<file path="src/rtl/aib_dly_ctrl_pkg.sv">
// ---------------------------------------------------------------------------
// aib_dly_ctrl_pkg
// Shared types and default constants for the AIB delay-code controller.
//   dly_state_e : controller FSM state (IDLE / ACQUIRE / TRACK)
//   step_dir_e  : direction of the last code step (NONE = no step since load)
//   DEF_*       : default parameter values for aib_dly_code_ctrl
// ---------------------------------------------------------------------------
package aib_dly_ctrl_pkg;

    typedef enum logic [1:0] {
        ST_IDLE    = 2'd0,
        ST_ACQUIRE = 2'd1,
        ST_TRACK   = 2'd2
    } dly_state_e;

    typedef enum logic [1:0] {
        DIR_NONE = 2'd0,
        DIR_UP   = 2'd1,
        DIR_DOWN = 2'd2
    } step_dir_e;

    localparam int DEF_NUM_CELLS = 16;
    localparam int DEF_FILT_LEN  = 4;
    localparam int DEF_LOCK_CNT  = 6;

    // Counter widths sized for the largest legal FILT_LEN / LOCK_CNT (15).
    localparam int VOTE_W = 5;   // signed, holds -15..+15
    localparam int REV_W  = 4;   // unsigned, holds 0..15

endpackage

</file>
<file path="src/rtl/aib_dly_bin2therm.sv">
// ---------------------------------------------------------------------------
// aib_dly_bin2therm
// Registered binary-to-thermometer encoder for the NAND delay-chain enables.
// Bit i of therm is set when the binary code is greater than i.
// The input is the controller's next-state code, so therm lands on the same
// edge as the registered binary code.
//   clk   : clock
//   rst   : asynchronous active-high reset (therm clears to 0)
//   bin   : binary code to encode (next-state value)
//   therm : registered thermometer code, one bit per delay cell
// ---------------------------------------------------------------------------
module aib_dly_bin2therm #(
    parameter int NUM_CELLS = 16,
    parameter int CODE_W    = $clog2(NUM_CELLS + 1)
) (
    input  logic                 clk,
    input  logic                 rst,
    input  logic [CODE_W-1:0]    bin,
    output logic [NUM_CELLS-1:0] therm
);

    logic [NUM_CELLS-1:0] therm_nxt;

    always_comb begin
        therm_nxt = '0;
        for (int i = 0; i < NUM_CELLS; i++) begin
            therm_nxt[i] = (32'(bin) > 32'(i));
        end
    end

    always_ff @(posedge clk or posedge rst) begin
        if (rst) begin
            therm <= '0;
        end else begin
            therm <= therm_nxt;
        end
    end

endmodule

</file>
<file path="src/rtl/aib_dly_code_ctrl.sv">
// ---------------------------------------------------------------------------
// aib_dly_code_ctrl
// Filters phase-detector early/late votes and steps a saturating delay code
// for the AIB NAND2 delay chain. Reports lock and code-range flags.
//
// Optional feature macro: AIB_DLY_CTRL_OVRD_EN adds ovrd_en / ovrd_code,
// which force the code directly and park the FSM in IDLE.
//
// Ports:
//   clk, rst        : clock, asynchronous active-high reset
//   en              : run enable; its 0->1 edge loads clamped code_init
//   code_init       : start code (clamped to NUM_CELLS)
//   pd_valid        : qualifies pd_early / pd_late this cycle
//   pd_early        : up vote (more delay needed)
//   pd_late         : down vote (less delay needed)
//   ovrd_en/ovrd_code (macro only) : direct code override
//   dly_bin         : registered binary delay code
//   dly_therm       : registered thermometer code (bit i = dly_bin > i)
//   locked          : high while in TRACK
//   at_min / at_max : dly_bin == 0 / dly_bin == NUM_CELLS
//   dbg_state       : current FSM state, for observation only
//
// Vote qualification: pd_valid is a one-sided strobe with no back-pressure.
// A vote is taken on any edge where pd_valid=1 and exactly one of
// pd_early/pd_late is 1; both or neither means no vote for that cycle.
// ---------------------------------------------------------------------------
module aib_dly_code_ctrl
    import aib_dly_ctrl_pkg::*;
#(
    parameter int NUM_CELLS = DEF_NUM_CELLS,
    parameter int FILT_LEN  = DEF_FILT_LEN,
    parameter int LOCK_CNT  = DEF_LOCK_CNT,
    parameter int CODE_W    = $clog2(NUM_CELLS + 1)
) (
    input  logic                 clk,
    input  logic                 rst,
    input  logic                 en,
    input  logic [CODE_W-1:0]    code_init,
    input  logic                 pd_valid,
    input  logic                 pd_early,
    input  logic                 pd_late,
`ifdef AIB_DLY_CTRL_OVRD_EN
    input  logic                 ovrd_en,
    input  logic [CODE_W-1:0]    ovrd_code,
`endif
    output logic [CODE_W-1:0]    dly_bin,
    output logic [NUM_CELLS-1:0] dly_therm,
    output logic                 locked,
    output logic                 at_min,
    output logic                 at_max,
    output dly_state_e           dbg_state
);

    localparam logic [CODE_W-1:0]        MAX_CODE     = CODE_W'(NUM_CELLS);
    localparam logic [CODE_W-1:0]        ONE_CODE     = CODE_W'(1);
    localparam logic signed [VOTE_W-1:0] VOTE_ONE     = VOTE_W'(1);
    // A vote arriving with the counter one short of the threshold is the step.
    localparam logic signed [VOTE_W-1:0] VOTE_UP_LAST = VOTE_W'(FILT_LEN - 1);
    localparam logic signed [VOTE_W-1:0] VOTE_DN_LAST = VOTE_W'(1 - FILT_LEN);
    localparam logic [REV_W-1:0]         LOCK_MAX     = REV_W'(LOCK_CNT);
    localparam logic [REV_W-1:0]         REV_ONE      = REV_W'(1);

    function automatic logic [CODE_W-1:0] clamp_code(input logic [CODE_W-1:0] c);
        return (c > MAX_CODE) ? MAX_CODE : c;
    endfunction

    dly_state_e                 state, state_nxt;
    step_dir_e                  last_dir, last_dir_nxt, step_dir;
    logic signed [VOTE_W-1:0]   vote_cnt, vote_nxt;
    logic [REV_W-1:0]           rev_cnt, rev_nxt;
    logic [CODE_W-1:0]          code_nxt;
    logic                       en_q;
    logic                       en_rise;
    logic                       vote_up, vote_dn;

    assign en_rise   = en & ~en_q;
    assign vote_up   = pd_valid &  pd_early & ~pd_late;
    assign vote_dn   = pd_valid & ~pd_early &  pd_late;
    assign dbg_state = state;

    always_comb begin
        state_nxt    = state;
        code_nxt     = dly_bin;
        vote_nxt     = vote_cnt;
        rev_nxt      = rev_cnt;
        last_dir_nxt = last_dir;
        step_dir     = DIR_NONE;

        if (!en) begin
            // Dropping en beats any step on the same edge; code holds.
            state_nxt = ST_IDLE;
        end else if (state == ST_IDLE) begin
            if (en_rise) begin
                code_nxt     = clamp_code(code_init);
                vote_nxt     = '0;
                rev_nxt      = '0;
                last_dir_nxt = DIR_NONE;
                state_nxt    = ST_ACQUIRE;
            end
        end else begin
            if (vote_up) begin
                if (vote_cnt == VOTE_UP_LAST) step_dir = DIR_UP;
                else                          vote_nxt = vote_cnt + VOTE_ONE;
            end else if (vote_dn) begin
                if (vote_cnt == VOTE_DN_LAST) step_dir = DIR_DOWN;
                else                          vote_nxt = vote_cnt - VOTE_ONE;
            end

            if (step_dir != DIR_NONE) begin
                vote_nxt     = '0;
                last_dir_nxt = step_dir;
                // Saturated steps leave the code alone but still count below.
                if (step_dir == DIR_UP && dly_bin != MAX_CODE)
                    code_nxt = dly_bin + ONE_CODE;
                else if (step_dir == DIR_DOWN && dly_bin != '0)
                    code_nxt = dly_bin - ONE_CODE;

                // The first step after a load has nothing to compare against.
                if (last_dir != DIR_NONE) begin
                    if (step_dir != last_dir) begin
                        if (rev_cnt != LOCK_MAX) rev_nxt = rev_cnt + REV_ONE;
                        if (rev_nxt == LOCK_MAX) state_nxt = ST_TRACK;
                    end else begin
                        // Two same-direction steps in a row: drifting, not dithering.
                        rev_nxt   = '0;
                        state_nxt = ST_ACQUIRE;
                    end
                end
            end
        end

`ifdef AIB_DLY_CTRL_OVRD_EN
        if (ovrd_en) begin
            code_nxt     = clamp_code(ovrd_code);
            state_nxt    = ST_IDLE;
            vote_nxt     = '0;
            rev_nxt      = '0;
            last_dir_nxt = DIR_NONE;
        end
`endif
    end

    always_ff @(posedge clk or posedge rst) begin
        if (rst) begin
            state    <= ST_IDLE;
            en_q     <= 1'b0;
            dly_bin  <= '0;
            vote_cnt <= '0;
            rev_cnt  <= '0;
            last_dir <= DIR_NONE;
            locked   <= 1'b0;
            at_min   <= 1'b1;
            at_max   <= 1'b0;
        end else begin
            state    <= state_nxt;
            en_q     <= en;
            dly_bin  <= code_nxt;
            vote_cnt <= vote_nxt;
            rev_cnt  <= rev_nxt;
            last_dir <= last_dir_nxt;
            locked   <= (state_nxt == ST_TRACK);
            at_min   <= (code_nxt == '0);
            at_max   <= (code_nxt == MAX_CODE);
        end
    end

    aib_dly_bin2therm #(
        .NUM_CELLS (NUM_CELLS),
        .CODE_W    (CODE_W)
    ) u_bin2therm (
        .clk   (clk),
        .rst   (rst),
        .bin   (code_nxt),
        .therm (dly_therm)
    );

endmodule

</file>
<file path="config.mk">
export PLATFORM = sky130hd
export DESIGN_NAME = aib_dly_code_ctrl
export DESIGN_NICKNAME = d
export VERILOG_FILES = /design/src/rtl/aib_dly_ctrl_pkg.sv /design/src/rtl/aib_dly_bin2therm.sv /design/src/rtl/aib_dly_code_ctrl.sv
export SDC_FILE = /design/constraint.sdc
export NUM_CORES = 1
export LEC_CHECK = 0
export BUFFER_PORTS_ARGS = -buffer_cell sky130_fd_sc_hd__clkbuf_2
export CAP_MARGIN = 10
export CORE_MARGIN = 2
export CORE_UTILIZATION = 43
export DETAILED_ROUTE_END_ITERATION = 7
export PLACE_DENSITY = 0.64
export SYNTH_ARGS = -nofsm -noshare
export SYNTH_HDL_FRONTEND = slang
export SYNTH_SLANG_ARGS = --single-unit
</file>
<file path="constraint.sdc">
create_clock -name clk -period 5.15 [get_ports clk]
set_clock_uncertainty 0.05 [all_clocks]
set_input_delay 0.515 -clock clk [delete_from_list [all_inputs] [get_ports clk]]
set_output_delay 0.515 -clock clk [all_outputs]
set_load 0.02 [all_outputs]
</file>
==> key figures <==
Run status
  • Status: completed

Critical path
  • Data required time at the worst endpoint: 5.29 ns
  • CP endpoint kind: register
  • Endpoint of the most critical setup path: at_max$_DFF_PP0_
  • Cell depth of the worst flop-to-flop path: 7
  • Data arrival time of the critical path: 2.76 ns
  • First element of the critical path: vote_cnt[2]$_DFFE_PP0P_
  • Startpoint of the worst-slack reg-to-reg timing path: vote_cnt[2]$_DFFE_PP0P_
  • FF-to-FF End: at_max$_DFF_PP0_
  • Crit Path Max Fanout: 10
  • Critical path startpoint category: register
  • Setup slack, reg-to-reg: 2.52 ns
  • Category of the critical setup timing path: reg -> reg

Placed design
  • Final HPWL from detailed placement: 3.431 mm
  • Post-Place Cells: 326
  • Number of I/O port buffers: 36
  • Global placer's final weighted congestion: 0.8640
  • Place WS: 2.368 ns

Clock tree
  • Worst-path clk slew: 0.08 ns
  • Insertion delay to the later sink of the worst-skew pair: 0.30 ns
  • Postcts setup bufs: 0
  • Maximum buffer depth of the clock tree: 2
  • H-Tree Level Count: 2
  • Clock sink count: 38
  • Number of buffers created by CTS: 5
  • TritonCTS clock tree: yes
  • Quantity of hold-fixing buffers added after cts: 0
  • Root buffer cell: clkbuf_8
  • Number of gates resized after cts: 0

Timing
  • Pins Over Slew Limit: 0
  • Final Setup Violations: 0
  • Worst Max-Slew Pin Slew: 0.8192 ns
  • Unrepaired setup endpoints after global routing: no
  • Hold Violations, Final: 0
  • Summed negative setup slack over all endpoints: 0 ns
  • Tmin final: 2.626 ns
  • Worst max-slew margin expressed relative to the limit: 0.4397
  • Min setup slack post-route: 2.524 ns
  • Period utilization: 0.5099
  • Fmax: 380.8 MHz

Cells and area
  • Layout Nets: 285
  • Area added between synthesis and finish: 16.87%
  • Number of non-filler instances in the completed layout: 334
  • Antenna fix cells: 0
  • Share of post-route cells with drive strength above 1: 0.2247
  • Number of filler cells placed in the layout: 465

Synth
  • Top cells by instance count after synthesis: dfrtp_1, nand2_1, a21oi_1
  • Post-Syn Instances: 228
  • Share of flip-flops with an asynchronous set or reset after synthesis: 1.000
  • Cell area after synthesis: 2136 µm²
  • Seq/Total Area, Yosys: 0.4458
  • Number of synthesized flops with an enable pin: 0
  • Number of synthesized register bits: 38
  • Main synth FF type: dfrtp_1
  • Top cells by area in the synthesized netlist: dfrtp_1, nand2_1, ha_1
  • Average cell area after synthesis: 9.368 µm²
  • Yosys synthesis warning count: 0
  • Yosys top cell by area: dfrtp_1
  • Most repeated cell in the gate-level netlist after synthesis: dfrtp_1
  • Nets in the synthesized netlist: 247
  • Cell variety after synth: 56
  • Proportion of netlist area held by the largest area contributor: 0.4335

Floorplanning
  • Number of placed I/O pins: 37
  • Std cell rows: 25
  • Die outline height: 74.48 µm
  • Effective utilization at floorplan: 0.4492
  • Floorplan core area: 4755 µm²
  • Die Wd: 74.48 µm
  • Die area: 5547 µm²

Pwr
  • Power density over cell area: 389.6 nW/µm²
  • Leakage power figure: 1.113 nW
  • Maximum vdd drop: 0.1710 mV
  • Overall Power: 0.9725 mW

Detailed routing
  • DRT antenna net count: 0
  • Routed Wire Length: 4.766 mm
  • Number of design rule violations left after detail routing: 0
  • Routed wire per std cell: 14.27 µm
  • Total via count after detailed routing: 1,773
  • DRC violation total after the first TritonRoute iteration: 161
  • Detailed-routing iteration count for the pre-antenna-repair pass: 4
  • Post-detailed-route via-to-cell ratio: 5.308

Global route
  • Antenna violations before repair: 0
  • Global-route congestion overflow total: 0
  • Number of global-route vias before repair: 1,645
  • GRT Total Usage: 0.1879
  • Largest net degree at the start of global routing: 39
  • First-pass GRT wire length: 7.803 mm

Worst hold path
  • Worst min-delay path category: in -> async

Flow run
  • Max-capacitance violation count: 0
## where the power goes
part | internal, mW | switching (mW)
combinational | 0.109 | 0.193
sequential | 0.356 | 0.0465
clock | 0.158 | 0.110
## area by class of cell
class                      instances  area, µm²  area share
clock buffer                       7      86.33     0.03459
clock inverter                     1      30.03     0.01203
tap                               67      83.83     0.03358
multi-input combinational        167       1090      0.4366
inverter                          17      66.31     0.02657
timing repair buffer              37      187.7     0.07519
sequential                        38      952.2      0.3815
## state kept, by name, indices dropped and copies added (netlist names)
name / flops
rev_cnt: 4
at_min: 1
at_max: 1
locked: 1
dly_bin: 5
en_q: 1
last_dir: 2
u_bin2therm.therm: 16
vote_cnt: 5
dbg_state: 2
## placed cells by master (no fill, tap or decap), types with 2 or more instances in the layout
master,count
a21o_1,5
a21oi_1,14
a22o_1,2
a22oi_1,4
a31oi_1,2
and3_1,4
clkbuf_2,36
clkbuf_8,6
dfrtp_1,37
ha_1,7
inv_1,13
inv_2,3
mux2i_1,3
nand2_1,34
nand2b_1,3
nand3_1,10
nand4b_1,2
nor2_1,13
nor2b_1,3
nor3_1,3
o21ai_0,13
o21ai_1,8
o22ai_1,2
or2_1,2
or3_1,2
xnor2_1,2
xor2_1,3
## per-layer routing
layer	global-route usage	vias to the layer above	wire length, µm
li1	-	884	-
met1	0.2696	825	2197
met2	0.2783	55	2179
met3	0.04065	9	290
met4	0.07341	0	98
met5	0	-	0
## through the flow
stage          hold WS, ns  instance area (µm²)  utilization
6_report            0.2538                 2496       0.5250
5_1_grt             0.3013                 2496       0.5250
4_1_cts             0.2748                 2496       0.5250
3_5_place_dp        0.4823                 2380       0.5005
3_3_place_gp        0.4802                 2380       0.5005
2_1_floorplan       0.4429                 2136            -
## worst max-delay path: stages, from the launching register on
cell,delay [ns]
dfrtp_1,0.43
nor4b_2,0.36
and3_1,0.43
a32oi_1,0.16
a31oi_1,0.26
mux2i_2,0.48
nor3_2,0.14
and3_1,0.20
## worst min-delay path by stage
stage                                       start                 endpoint  slack, ns  cells after the start
after floorplan           vote_cnt[4]$_DFFE_PP0P_  vote_cnt[4]$_DFFE_PP0P_       0.44                      1
after global placement    vote_cnt[4]$_DFFE_PP0P_  vote_cnt[4]$_DFFE_PP0P_       0.48                      1
after detailed placement  vote_cnt[4]$_DFFE_PP0P_  vote_cnt[4]$_DFFE_PP0P_       0.48                      1
after CTS                                     rst           en_q$_DFF_PP0_       0.27                      3
after global routing                          rst           en_q$_DFF_PP0_       0.30                      3
final                                         rst           en_q$_DFF_PP0_       0.25                      3
## cell families after synthesis
logic type      Yosys count  share of synthesized area
xor+xnor                  5                    0.02051
simple gates             87                     0.2138
compound gates           63                     0.2050
fa+ha+maj                 8                    0.05038
flops                    38                     0.4458
mux                       4                    0.02050
buf+inv                  23                    0.04394
Power figures use the tool's default switching activity.
